==> src/rtl/touch_track_filter_pkg.sv <==
// touch_pkg: shared state encoding, sizing helper and default dimensions for the touch filter
package touch_pkg;

    typedef enum logic [1:0] {IDLE, ARMING, TRACK, RELEASING} state_e;

    localparam int DEF_ADC_W = 12;
    localparam int DEF_SCR_W = 800;
    localparam int DEF_SCR_H = 480;

    function automatic int pix_w(input int n);
        return $clog2(n);
    endfunction

endpackage

==> src/rtl/touch_track_filter_if.sv <==
// touch_track_filter_if: digitizer-side inputs and UI-side outputs of the touch filter
interface touch_track_filter_if #(
    parameter int ADC_W = touch_pkg::DEF_ADC_W,
    parameter int XW    = touch_pkg::pix_w(touch_pkg::DEF_SCR_W),
    parameter int YW    = touch_pkg::pix_w(touch_pkg::DEF_SCR_H),
    parameter int CNT_W = 10
);
    logic             iTouch;
    logic             iSample_valid;
    logic [ADC_W-1:0] iX_COORD;
    logic [ADC_W-1:0] iY_COORD;
    logic             iClearCount;
    logic             oValid;
    logic [XW-1:0]    oX_PIX;
    logic [YW-1:0]    oY_PIX;
    logic             oPress;
    logic             oRelease;
    logic             oHeld;
    logic [CNT_W-1:0] oPressCount;

    modport master (
        output iTouch, iSample_valid, iX_COORD, iY_COORD, iClearCount,
        input  oValid, oX_PIX, oY_PIX, oPress, oRelease, oHeld, oPressCount
    );

    modport slave (
        input  iTouch, iSample_valid, iX_COORD, iY_COORD, iClearCount,
        output oValid, oX_PIX, oY_PIX, oPress, oRelease, oHeld, oPressCount
    );
endinterface

==> src/rtl/touch_track_filter_scaler.sv <==
// touch_scaler: optional inversion and fixed-point scale of an averaged ADC value to pixels, registered
module touch_scaler
    import touch_pkg::*;
#(
    parameter int ADC_W = DEF_ADC_W,
    parameter int SCR   = DEF_SCR_W,
    parameter int INV   = 1
) (
    input  logic                   clk_i,
    input  logic                   rst_ni,
    input  logic                   en_i,
    input  logic [ADC_W-1:0]       avg_i,
    output logic [pix_w(SCR)-1:0]  pix_o
);
    localparam int SW = pix_w(SCR);
    localparam int PW = ADC_W + SW;

    logic [ADC_W-1:0] v;
    logic [PW-1:0]    prod;
    logic [SW-1:0]    pix_q;

    // ~avg equals (2^ADC_W-1-avg); v*SCR < 2^ADC_W*SCR keeps the result in 0..SCR-1
    assign v    = (INV != 0) ? ~avg_i : avg_i;
    assign prod = PW'(v) * PW'(SCR);

    always_ff @(posedge clk_i or negedge rst_ni) begin
        if (!rst_ni) pix_q <= '0;
        else if (en_i) pix_q <= prod[PW-1:ADC_W];
    end

    assign pix_o = pix_q;
endmodule

==> src/rtl/touch_track_filter.sv <==
// touch_track_filter: debounces pen-down, averages coordinate samples per report and scales them to
// LCD pixels, emitting press/release/valid strobes and a press counter.
module touch_track_filter
    import touch_pkg::*;
#(
    parameter int ADC_W    = DEF_ADC_W,
    parameter int SCR_W    = DEF_SCR_W,
    parameter int SCR_H    = DEF_SCR_H,
    parameter int AVG_LOG2 = 2,
    parameter int DEB_CYC  = 1024,
    parameter int INV_X    = 1,
    parameter int INV_Y    = 1,
    parameter int CNT_W    = 10
) (
    input logic iCLK,
    input logic iRST_n,
    touch_track_filter_if.slave bus
);
    localparam int AW = ADC_W + AVG_LOG2;
    localparam int CW = (AVG_LOG2 > 0) ? AVG_LOG2 : 1;
    localparam int DW = (DEB_CYC > 1) ? $clog2(DEB_CYC) : 1;
    localparam logic [CW-1:0] CNT_LAST = CW'((1 << AVG_LOG2) - 1);
    localparam logic [DW-1:0] DEB_LOAD = DW'(DEB_CYC - 1);

    logic [1:0]       sync_q;
    state_e           state_q, state_d;
    logic [DW-1:0]    deb_q, deb_d;
    logic [AW-1:0]    acc_x_q, acc_x_d, acc_y_q, acc_y_d, sum_x, sum_y;
    logic [CW-1:0]    cnt_q, cnt_d;
    logic [ADC_W-1:0] avg_x_q, avg_y_q;
    logic             v1_q, v2_q;
    logic             held_q, held_d, rel_q, rel_d;
    logic [CNT_W-1:0] pcnt_q, pcnt_d;
    logic             touch, accept, last, press;

    assign touch  = sync_q[1];
    assign accept = (state_q == TRACK) && bus.iSample_valid;
    assign last   = (cnt_q == CNT_LAST);
    assign sum_x  = acc_x_q + AW'(bus.iX_COORD);
    assign sum_y  = acc_y_q + AW'(bus.iY_COORD);
    assign press  = v2_q && !held_q;

    // Release waits for in-flight blocks so a late first report still gets its matching oRelease
    always_comb begin
        state_d = state_q;
        deb_d   = deb_q;
        rel_d   = 1'b0;
        unique case (state_q)
            IDLE: if (touch) begin
                state_d = ARMING;
                deb_d   = DEB_LOAD;
            end
            ARMING: begin
                if (!touch) state_d = IDLE;
                else if (deb_q == '0) state_d = TRACK;
                else deb_d = deb_q - 1'b1;
            end
            TRACK: if (!touch) begin
                state_d = RELEASING;
                deb_d   = DEB_LOAD;
            end
            RELEASING: begin
                if (touch) state_d = TRACK;
                else if (deb_q != '0) deb_d = deb_q - 1'b1;
                else if (!v1_q && !v2_q) begin
                    state_d = IDLE;
                    rel_d   = held_q;
                end
            end
            default: state_d = IDLE;
        endcase
    end

    always_comb begin
        acc_x_d = acc_x_q;
        acc_y_d = acc_y_q;
        cnt_d   = cnt_q;
        if (state_q != TRACK || !touch) begin
            acc_x_d = '0;
            acc_y_d = '0;
            cnt_d   = '0;
        end else if (accept) begin
            acc_x_d = last ? '0 : sum_x;
            acc_y_d = last ? '0 : sum_y;
            cnt_d   = last ? '0 : cnt_q + 1'b1;
        end
    end

    always_comb begin
        held_d = press ? 1'b1 : (rel_d ? 1'b0 : held_q);
        pcnt_d = bus.iClearCount ? CNT_W'(press) : pcnt_q + CNT_W'(press);
    end

    always_ff @(posedge iCLK or negedge iRST_n) begin
        if (!iRST_n) begin
            sync_q  <= '0;
            state_q <= IDLE;
            deb_q   <= '0;
            acc_x_q <= '0;
            acc_y_q <= '0;
            cnt_q   <= '0;
            avg_x_q <= '0;
            avg_y_q <= '0;
            v1_q    <= 1'b0;
            v2_q    <= 1'b0;
            held_q  <= 1'b0;
            rel_q   <= 1'b0;
            pcnt_q  <= '0;
        end else begin
            sync_q  <= {sync_q[0], bus.iTouch};
            state_q <= state_d;
            deb_q   <= deb_d;
            acc_x_q <= acc_x_d;
            acc_y_q <= acc_y_d;
            cnt_q   <= cnt_d;
            v1_q    <= accept && last;
            v2_q    <= v1_q;
            held_q  <= held_d;
            rel_q   <= rel_d;
            pcnt_q  <= pcnt_d;
            if (accept && last) begin
                avg_x_q <= sum_x[AW-1:AVG_LOG2];
                avg_y_q <= sum_y[AW-1:AVG_LOG2];
            end
        end
    end

    touch_scaler #(.ADC_W(ADC_W), .SCR(SCR_W), .INV(INV_X)) u_scale_x (
        .clk_i  (iCLK),
        .rst_ni (iRST_n),
        .en_i   (v1_q),
        .avg_i  (avg_x_q),
        .pix_o  (bus.oX_PIX)
    );

    touch_scaler #(.ADC_W(ADC_W), .SCR(SCR_H), .INV(INV_Y)) u_scale_y (
        .clk_i  (iCLK),
        .rst_ni (iRST_n),
        .en_i   (v1_q),
        .avg_i  (avg_y_q),
        .pix_o  (bus.oY_PIX)
    );

    assign bus.oValid      = v2_q;
    assign bus.oPress      = press;
    assign bus.oRelease    = rel_q;
    assign bus.oHeld       = held_q;
    assign bus.oPressCount = pcnt_q;
endmodule

==> src/flat_wrapper.sv <==
// flat-port wrapper written by rule: the top's interface ports become plain ports
module touch_track_filter_flat import touch_pkg::*;
#(
    parameter int ADC_W    = DEF_ADC_W,
    parameter int SCR_W    = DEF_SCR_W,
    parameter int SCR_H    = DEF_SCR_H,
    parameter int AVG_LOG2 = 2,
    parameter int DEB_CYC  = 1024,
    parameter int INV_X    = 1,
    parameter int INV_Y    = 1,
    parameter int CNT_W    = 10
)
  (iCLK, iRST_n, bus_iTouch, bus_iSample_valid, bus_iX_COORD, bus_iY_COORD, bus_iClearCount, bus_oValid, bus_oX_PIX, bus_oY_PIX, bus_oPress, bus_oRelease, bus_oHeld, bus_oPressCount);
  touch_track_filter_if #(.ADC_W(ADC_W), .XW(10), .YW(9), .CNT_W(CNT_W)) bus_i ();
  input logic iCLK;
  input logic iRST_n;
  input wire logic [$bits(bus_i.iTouch)-1:0] bus_iTouch;
  input wire logic [$bits(bus_i.iSample_valid)-1:0] bus_iSample_valid;
  input wire logic [$bits(bus_i.iX_COORD)-1:0] bus_iX_COORD;
  input wire logic [$bits(bus_i.iY_COORD)-1:0] bus_iY_COORD;
  input wire logic [$bits(bus_i.iClearCount)-1:0] bus_iClearCount;
  output wire logic [$bits(bus_i.oValid)-1:0] bus_oValid;
  output wire logic [$bits(bus_i.oX_PIX)-1:0] bus_oX_PIX;
  output wire logic [$bits(bus_i.oY_PIX)-1:0] bus_oY_PIX;
  output wire logic [$bits(bus_i.oPress)-1:0] bus_oPress;
  output wire logic [$bits(bus_i.oRelease)-1:0] bus_oRelease;
  output wire logic [$bits(bus_i.oHeld)-1:0] bus_oHeld;
  output wire logic [$bits(bus_i.oPressCount)-1:0] bus_oPressCount;
  assign bus_i.iTouch = bus_iTouch;
  assign bus_i.iSample_valid = bus_iSample_valid;
  assign bus_i.iX_COORD = bus_iX_COORD;
  assign bus_i.iY_COORD = bus_iY_COORD;
  assign bus_i.iClearCount = bus_iClearCount;
  assign bus_oValid = bus_i.oValid;
  assign bus_oX_PIX = bus_i.oX_PIX;
  assign bus_oY_PIX = bus_i.oY_PIX;
  assign bus_oPress = bus_i.oPress;
  assign bus_oRelease = bus_i.oRelease;
  assign bus_oHeld = bus_i.oHeld;
  assign bus_oPressCount = bus_i.oPressCount;
  touch_track_filter #(.ADC_W(ADC_W), .SCR_W(SCR_W), .SCR_H(SCR_H), .AVG_LOG2(AVG_LOG2), .DEB_CYC(DEB_CYC), .INV_X(INV_X), .INV_Y(INV_Y), .CNT_W(CNT_W)) u_core (.iCLK(iCLK), .iRST_n(iRST_n), .bus(bus_i));
endmodule
==> config.mk <==
export PLATFORM = sky130hd
export DESIGN_NAME = touch_track_filter_flat
export DESIGN_NICKNAME = d
export VERILOG_FILES = /design/src/rtl/touch_track_filter_pkg.sv /design/src/rtl/touch_track_filter_if.sv /design/src/rtl/touch_track_filter_scaler.sv /design/src/rtl/touch_track_filter.sv /design/src/flat_wrapper.sv
export SDC_FILE = /design/constraint.sdc
export NUM_CORES = 1
export LEC_CHECK = 0
export CAP_MARGIN = 20
export CORE_MARGIN = 4
export CORE_UTILIZATION = 55
export CTS_BUF_LIST = sky130_fd_sc_hd__clkbuf_4 sky130_fd_sc_hd__clkbuf_8
export CTS_CLUSTER_DIAMETER = 150
export DETAILED_ROUTE_END_ITERATION = 8
export PLACE_DENSITY = 0.79
export SLEW_MARGIN = 20
export SYNTH_ARGS = -nofsm -noshare
export SYNTH_HDL_FRONTEND = slang
export SYNTH_SLANG_ARGS = --single-unit
==> constraint.sdc <==
create_clock -name iCLK -period 3.25 [get_ports iCLK]
set_input_delay 0.325 -clock iCLK [delete_from_list [all_inputs] [get_ports iCLK]]
set_output_delay 0.325 -clock iCLK [all_outputs]
set_load 0.02 [all_outputs]
==> impl_metrics.toml, run 1 <==
[final_layout]
multi_input_area_um2 = 4510
seq_area_um2 = 2530
final_cell_area_um2 = 8620
antenna_cells = 0
areaGrowthSynthToFinish_pct = 17.9
final-instance-count-excl-fill = 1021
n_fill_cell = 992
drive_above_1_share_pct = 11.5
fin_nets = 987

[power_and_ir_drop]
power_density_nw_per_um2 = 260
p_leak_nw = 4.10
ir_drop_uv = 229

[setup_path]
cp-start-kind = "flop"
critical_path_class = "reg2reg"
worstPathArrival_ns = 3.62
cp_max_fo = 3
critPathCaptureType = "flop"
reg2reg_to = "u_core.u_scale_x.pix_o[8]"
rr_worst_depth = 13
cp.required_ns = 3.53
ff2ff_setup_slack_ns = -0.09
r2r_start = "u_core.avg_x_q[3]"

[floorplanning]
fp.coreArea_um2 = 12800
die_h_um = 123
dieArea_um2 = 15200
initial_utilization_pct = 57.0
rows = 41
die_w_um = 123
io_pins = 62

[global_routing]
grt_pass1_vias = 5845
antenna_found_initial = 0
grt_max_degree = 63
grt_pass1_wl_mm = 27.0
grt.overflow.total = 0
track_usage_pct = 22.0

[synth]
yosys-top-cells-count = "101 x dfrtp_1, 87 x inv_1, 86 x ha_1"
ys_ff_latch = 101
yosysSeqAreaShare_pct = 34.6
synth_flop_cell = "dfrtp_1"
yosys_warnings = 0
synth_edf_count = 0
synth.most_common_cell = "dfrtp_1"
synth_area_leaders = "dfrtp_1 35%, ha_1 15%, fa_1 7.7%, inv_1 4.5%, o21ai_0 3.8%"
syn_inst = 760
ys_async_sr_fraction_pct = 100
synth_top_area_share_pct = 34.6
ys_types = 60
avgSynthCellArea_um2 = 9.62
syn_nets = 903
netlist_area_um2 = 7310
yosysTopAreaCell = "dfrtp_1"

[timing]
fin_crit_sh_pct = 103
final.setup.worst_slack_ns = -0.0942
timing.hold.ws_ns = 0.0303
post-route-min-period_ns = 3.34
slew_headroom_pct = 45.5
fin_skew_ns = 0.0122
rsz0062_at_grt = "true"
tightest_slew_ns = 0.818
finalHoldViolations = 0
setup_viol_count_final = 5
maxSlewViolCount = 0
max_freq_ghz = 0.299

[clock_tree]
cts_buffer_depth = 2
cts_tree = "yes"
cts_inserted_buffers = 9
path_clk_slew_ns = 0.10
cts.sink_count = 101
clockRootBuffer = "clkbuf_8"
clk_latency_ns = 0.39
htreeDepth = 3

[placed_design]
dp_cells = 1001
io_buffers = 61
dp_hpwl_mm = 12.1
placed_area_um2 = 8320
dp_slack_ns = -0.162
gp_congestion = 0.888

[min_path]
hold_class = "in2async"

[routing]
finalWirelength_mm = 15.7
vias = 5808
wl_per_cell_um = 15.4
first_pass_iters = 5
drc = 0
drtAntennaViolNets = 0
drt-vias-per-instance = 5.69
first_iter_violations = 277

[outcome]
run_status = "finished with violations"
violations = "negative setup slack"

[job]
maxCapViolations = 0
critical path, cell delays in order, from the launching register on:
cell and delay, ns:
dfrtp_1 0.40, inv_2 0.10, ha_4 0.21, ha_4 0.26, inv_2 0.03, fa_1 0.51
inv_1 0.05, ha_2 0.16, or3_1 0.34, o22a_2 0.21, o311a_4 0.34, a211oi_4 0.26
xnor2_1 0.09, mux2_4 0.25
metrics by stage:
stage / utilization (%) / TNS [ns] / total power [mW]
5_1_grt: 67.2 / -1.09 / 2.33
3_5_place_dp: 64.9 / -0.567 / 1.44
2_1_floorplan: - / -0.0324 / 1.36
3_3_place_gp: 64.9 / -0.0951 / 1.43
4_1_cts: 66.6 / -0.355 / 2.26
6_report: 67.2 / -0.269 / 2.24
worst max-delay path by stage:
| stage | end | slack, ns | startpoint |
|---|---|---|---|
| after global placement | u_core.u_scale_x.pix_o[8] | -0.05 | u_core.avg_x_q[2] |
| after floorplan | u_core.u_scale_x.pix_o[5] | -0.02 | u_core.avg_x_q[3] |
| final | u_core.u_scale_x.pix_o[8] | -0.09 | u_core.avg_x_q[3] |
| after CTS | u_core.u_scale_x.pix_o[8] | -0.13 | u_core.avg_x_q[3] |
| after global routing | u_core.u_scale_x.pix_o[9] | -0.23 | u_core.avg_x_q[3] |
| after detailed placement | u_core.u_scale_x.pix_o[8] | -0.16 | u_core.avg_x_q[3] |
routing by layer:
layer / global-route usage (%) / vias to the layer above / wire length (µm)
li1: - / 2821 / -
met1: 29.6 / 2821 / 7120
met2: 36.9 / 148 / 7630
met3: 3.98 / 18 / 740
met4: 5.81 / 0 / 211
met5: 0 / - / 0
flip-flops by register name (all words and copies together), names as in the netlist, named ones only:
signal / count
u_core.acc_x_q: 14
u_core.acc_y_q: 14
u_core.avg_x_q: 12
u_core.avg_y_q: 12
u_core.bus.oPressCount: 10
u_core.deb_q: 10
u_core.u_scale_x.pix_o: 10
u_core.u_scale_y.pix_o: 9
u_core.cnt_q: 2
u_core.sync_q: 2
u_core.bus.oHeld: 1
u_core.bus.oRelease: 1
u_core.bus.oValid: 1
u_core.state_q: 1
u_core.v1_q: 1
cell type report:
type / instances / share of cell area [%]
timing repair buffer: 90 / 9.62
clock buffer: 10 / 1.60
clock inverter: 6 / 0.726
inverter: 89 / 3.88
sequential: 101 / 29.3
tap: 172 / 2.50
multi-input combinational: 553 / 52.4
logic make-up (layout without fill, tap and decap cells):
group,count (synthesis),count (layout),share of synthesized area (%)
fa+ha+maj,114,114,22.4
flops,101,101,34.6
simple gates,200,200,13.4
buf+inv,106,195,5.46
xor+xnor,43,43,5.15
mux,21,21,3.15
compound gates,175,175,15.9
repair_timing:
item / 4_1_cts / 5_1_grt
hold buffers: 0 / 0
setup buffers: 1 / 3
endpoints found under the setup margin: 8 / 13
gates cloned: 0 / 0
pin swaps: 7 / 7
gates resized for setup: 8 / 15
report_power, final:
group	leakage [nW]	switching, mW	internal [mW]	total, mW
logic	2.68	0.0797	0.0619	0.142
clock network	0.0943	0.451	0.374	0.825
registers	1.32	0.00898	1.26	1.27
cells in the final DEF (no fill, tap or decap), types with 13 or more instances in the layout:
| cell | count |
|---|---|
| inv_1 | 77 |
| dfrtp_1 | 100 |
| and3_1 | 14 |
| clkdlybuf4s50_1 | 60 |
| fa_1 | 28 |
| a21o_1 | 20 |
| xor2_1 | 20 |
| a21oi_1 | 32 |
| nor2_1 | 39 |
| nand3_1 | 20 |
| buf_4 | 29 |
| xnor2_1 | 23 |
| nor3_1 | 13 |
| o21ai_0 | 55 |
| ha_1 | 78 |
| nand2_1 | 62 |
Power figures use the tool's default switching activity.
==> run 2: changes to the inputs <==
--- a/config.mk
+++ b/config.mk
@@ -11,7 +11,9 @@
 export CTS_BUF_LIST = sky130_fd_sc_hd__clkbuf_4 sky130_fd_sc_hd__clkbuf_8
 export CTS_CLUSTER_DIAMETER = 150
 export DETAILED_ROUTE_END_ITERATION = 8
+export GPL_ROUTABILITY_DRIVEN = 1
 export PLACE_DENSITY = 0.79
+export SKIP_LAST_GASP = 1
 export SLEW_MARGIN = 20
 export SYNTH_ARGS = -nofsm -noshare
 export SYNTH_HDL_FRONTEND = slang
==> impl_metrics.toml, run 2 (synthesis gave the netlist of run 1 again) <==
[floorplanning]
dieArea_um2 = 15200
initial_utilization_pct = 57.0
die_h_um = 123
fp.coreArea_um2 = 12800
io_pins = 62
rows = 41
die_w_um = 123

[timing]
timing.hold.ws_ns = 0.0276
post-route-min-period_ns = 3.34
tightest_slew_ns = 0.815
slew_headroom_pct = 45.7
fin_skew_ns = 0.0124
tns_ns = -0.263
final.setup.worst_slack_ns = -0.0930
fin_crit_sh_pct = 103
rsz0062_at_grt = "true"
finalHoldViolations = 0
max_freq_ghz = 0.299
setup_viol_count_final = 5
maxSlewViolCount = 0

[clock_tree]
path_clk_slew_ns = 0.10
cts_inserted_buffers = 9
cts_tree = "yes"
clk_latency_ns = 0.39
cts_buffer_depth = 2
clockRootBuffer = "clkbuf_8"
htreeDepth = 3
cts.sink_count = 101

[final_layout]
mostFrequentLayoutCells = "100 x dfrtp_1, 78 x inv_1, 78 x ha_1"
mostFrequentLayoutCell = "dfrtp_1"
largestRegisters = "u_core.acc_x_q (14), u_core.acc_y_q (14)"
fin_nets = 987
final-instance-count-excl-fill = 1021
drive_above_1_share_pct = 11.4
areaGrowthSynthToFinish_pct = 17.9
antenna_cells = 0
fin_util_pct = 67.2
n_fill_cell = 992
final_cell_area_um2 = 8620

[setup_path]
cp_cell_sequence = "inv_2, ha_4, ha_4, inv_2, fa_1, inv_1, ha_2, or3_1, o22a_2, o311a_4, a211oi_4, xnor2_1, mux2_4"
cp.required_ns = 3.53
path_buf_inv = 3
cp_max_fo = 3
cpLargestDelayFamily = "adder cells"
critical_path_class = "reg2reg"
cp-start-kind = "flop"
worstPathArrival_ns = 3.62
critPathSlowestCell = "fa_1"
critPathCaptureType = "flop"
slowest_delay_ns = 0.51

[outcome]
violations = "negative setup slack"
run_status = "finished with violations"

[routing]
finalWirelength_mm = 15.7
vias = 5805
first_iter_violations = 268
first_pass_iters = 7
wl_per_cell_um = 15.4
drtAntennaViolNets = 0
drc = 0
drt-vias-per-instance = 5.69

[global_routing]
grt_pass1_vias = 5845
antenna_found_initial = 0
track_usage_pct = 22.0
grt_pass1_wl_mm = 27.0
grt.overflow.total = 0
grt_max_degree = 63

[power_and_ir_drop]
p_leak_nw = 4.10
finalPower_mw = 2.24
power_density_nw_per_um2 = 260
ir_drop_uv = 228

[placed_design]
placed_area_um2 = 8320
gp_congestion = 0.888
dp_cells = 1001
io_buffers = 61
dp_slack_ns = -0.162
dp_hpwl_mm = 12.1

[min_path]
hold_class = "in2async"

[job]
maxCapViolations = 0
[run 2: final cells by class]
class                   instances  area (µm²)  share of cell area [%]
clock inverters                 6        62.6                   0.726
flip-flops and latches        101        2530                    29.3
repair buffers                 90         830                    9.62
well taps                     172         215                    2.50
inverters                      89         334                    3.88
clock buffers                  10         138                    1.60
multi-input cells             553        4510                    52.4
[run 2: final timing paths]
| path | from | cells past startpoint | slack (ns) | to |
|---|---|---|---|---|
| hold / removal | iRST_n | 1 | 0.03 | u_core.bus.oPressCount[5] |
| hold reg to reg | u_core.sync_q[0] | 0 | 0.36 | u_core.sync_q[1] |
| setup / recovery | u_core.avg_x_q[3] | 13 | -0.09 | u_core.u_scale_x.pix_o[8] |
| setup reg to reg | u_core.avg_x_q[3] | 13 | -0.09 | u_core.u_scale_x.pix_o[8] |
| min in group iCLK | u_core.sync_q[0] | 0 | 0.36 | u_core.sync_q[1] |
| max in group asynchronous | iRST_n | 2 | 2.40 | u_core.acc_x_q[4] |
[run 2: per-layer routing]
metal	track usage [%]	routed length [µm]
met3	3.98	793
met2	36.9	7580
met1	29.6	7110
met5	0	0
met4	5.81	225
[run 2: repair_timing]
| action | CTS | global route |
|---|---|---|
| gates resized for setup | 8 | 14 |
| setup buffers | 1 | 3 |
| setup endpoints to repair | 8 | 13 |
| pin swaps | 7 | 7 |
| cloned | 0 | 0 |
| hold buffers | 0 | 0 |
[run 2: worst register-to-register path, delay by kind of cell, from the launching register on]
family                     cells  cell delay, ns
adders and majority gates      4            1.14
xor gates and xnor gates       1            0.09
muxes                          1            0.25
AOI/OAI and AO/OA              3            0.82
DFF                            1            0.40
buffers and inverters          3            0.18
and+or+nand+nor                1            0.34
[run 2: where the power goes]
part	leakage [nW]	total, mW	internal, mW	switching, mW
Clock	0.0943	0.826	0.374	0.452
Combinational	2.69	0.142	0.0620	0.0798
Sequential	1.32	1.27	1.26	0.00899
==> run 3: changes to the inputs <==
--- a/config.mk
+++ b/config.mk
@@ -7,12 +7,12 @@
 export LEC_CHECK = 0
 export CAP_MARGIN = 20
 export CORE_MARGIN = 4
-export CORE_UTILIZATION = 55
+export CORE_UTILIZATION = 35
 export CTS_BUF_LIST = sky130_fd_sc_hd__clkbuf_4 sky130_fd_sc_hd__clkbuf_8
 export CTS_CLUSTER_DIAMETER = 150
+export CTS_CLUSTER_SIZE = 25
 export DETAILED_ROUTE_END_ITERATION = 8
 export GPL_ROUTABILITY_DRIVEN = 1
-export PLACE_DENSITY = 0.79
 export SKIP_LAST_GASP = 1
 export SLEW_MARGIN = 20
 export SYNTH_ARGS = -nofsm -noshare
==> impl_metrics.toml, run 3 (synthesis gave the netlist of run 1 again) <==
[setup_path]
cp-start-kind = "flop"
critPathCaptureType = "flop"
worstPathArrival_ns = 3.62
ff2ff_setup_slack_ns = -0.09
critical_path_class = "reg2reg"
crit_end = "u_core.u_scale_x.pix_o[8]"
setup.worst_path.start = "u_core.avg_x_q[3]"
reg2reg_to = "u_core.u_scale_x.pix_o[8]"
rr_worst_depth = 13
cp_max_fo = 3
cp.required_ns = 3.52
r2r_start = "u_core.avg_x_q[3]"

[timing]
tns_ns = -0.277
slew_headroom_pct = 63.3
maxSlewViolCount = 0
post-route-min-period_ns = 3.34
finalHoldViolations = 0
max_freq_ghz = 0.299
tightest_slew_ns = 0.543
rsz0062_at_grt = "true"
final.setup.worst_slack_ns = -0.0917
fin_crit_sh_pct = 103
setup_viol_count_final = 5
fin_skew_ns = 0.0136

[clock_tree]
htreeDepth = 3
clk_latency_ns = 0.38
path_clk_slew_ns = 0.10
cts_tree = "yes"
cts_inserted_buffers = 9
cts.sink_count = 101
cts_buffer_depth = 2
clockRootBuffer = "clkbuf_8"

[floorplanning]
rows = 52
die_w_um = 153
dieArea_um2 = 23300
die_h_um = 153
fp.coreArea_um2 = 20400
io_pins = 62
initial_utilization_pct = 35.9

[routing]
first_pass_iters = 4
drt-vias-per-instance = 4.90
drtAntennaViolNets = 0
drc = 0
vias = 5511
wl_per_cell_um = 13.4
finalWirelength_mm = 15.1
first_iter_violations = 350

[final_layout]
largestRegisters = "u_core.acc_x_q (14), u_core.acc_y_q (14)"
fin_nets = 993
multi_input_area_um2 = 4560
seq_area_um2 = 2530
n_fill_cell = 1967
mostFrequentLayoutCell = "dfrtp_1"
drive_above_1_share_pct = 12.6
mostFrequentLayoutCells = "101 x dfrtp_1, 78 x ha_1, 75 x inv_1"
antenna_cells = 0
areaGrowthSynthToFinish_pct = 20.8

[outcome]
run_status = "finished with violations"
violations = "negative setup slack"

[placed_design]
gp_congestion = 0.758
dp_hpwl_mm = 11.7
io_buffers = 61

[global_routing]
grt_max_degree = 71
antenna_found_initial = 0
grt.overflow.total = 0
grt_pass1_wl_mm = 26.4
track_usage_pct = 13.4
grt_pass1_vias = 5477

[power_and_ir_drop]
ir_drop_uv = 178
power_density_nw_per_um2 = 247
finalPower_mw = 2.18
p_leak_nw = 4.15

[job]
maxCapViolations = 0

[min_path]
hp-start = "u_core.sync_q[0]"
hold_class = "reg2reg"
==> run 3: changes by cell type in the layout (fill, tap and decap cells not counted), sizes merged <==
cell         before  now
buf              30   35
clkinvlp          3    1
clkbuf           10   11
dlygate4sd3       0    1
clkinv            3    4
bufinv            1    0
inv              88   89
==> run 3: worst min path at each step <==
stage	depth (start not counted)	to
2_1_floorplan	0	asynchronous set/reset pin
3_3_place_gp	1	u_core.bus.oPressCount[9]
3_5_place_dp	1	u_core.bus.oPressCount[9]
4_1_cts	0	u_core.sync_q[1]
5_1_grt	0	u_core.sync_q[1]
6_report	0	u_core.sync_q[1]
==> run 3: repair_timing <==
| item | 4_1_cts | 5_1_grt |
|---|---|---|
| hold endpoints to repair | 31 | 0 |
| resized for setup | 9 | 19 |
| setup endpoints to repair | 8 | 12 |
| hold buffers | 1 | 0 |
| buffers inserted | 2 | 2 |
| pin swaps | 11 | 11 |
==> run 3: worst max-delay path: stages, from the launching register on <==
cell and delay [ns]:
dfrtp_1 0.40, inv_2 0.10, ha_4 0.21, ha_4 0.26, inv_2 0.03, fa_1 0.47
inv_1 0.05, ha_2 0.16, or3_4 0.36, o22a_4 0.20, o311a_4 0.39, a211oi_4 0.26
xnor2_1 0.10, mux2_4 0.25
==> run 3: layer usage <==
| metal | global-route usage [%] | part of all wire (%) | vias up |
|---|---|---|---|
| met5 | 0 | 0 | - |
| met4 | 3.05 | 0.99 | 0 |
| met3 | 2.70 | 3.3 | 9 |
| met2 | 21.1 | 44 | 72 |
| met1 | 19.3 | 52 | 2604 |
| li1 | - | - | 2826 |
==> run 3: through the flow <==
| step | utilization [%] | area, µm² | std cells | setup slack [ns] | hold WS (ns) |
|---|---|---|---|---|---|
| CTS | 42.9 | 8740 | 1123 | -0.0974 | 0.363 |
| global placement | 41.7 | 8490 | 1104 | -0.0589 | 0.299 |
| finish | 43.4 | 8830 | 1125 | -0.0917 | 0.359 |
| floorplan | - | 7370 | 760 | -0.0196 | 0.0294 |
| global route | 43.4 | 8830 | 1125 | -0.197 | 0.367 |
| detailed placement | 41.7 | 8490 | 1104 | -0.166 | 0.303 |
==> run 3: cell type report <==
| cell class | count | area share [%] |
|---|---|---|
| timing repair buffer | 96 | 10.1 |
| inverter | 89 | 3.78 |
| clock buffer | 11 | 1.64 |
| tap | 270 | 3.83 |
| multi-input combinational | 553 | 51.6 |
| clock inverter | 5 | 0.397 |
| sequential | 101 | 28.6 |
==> run 3: report_power, final <==
part           switching (mW)  internal [mW]  total [mW]
sequential            0.00884           1.26        1.27
combinational          0.0785         0.0633       0.142
clock                   0.456          0.310       0.766
total                   0.544           1.64        2.18
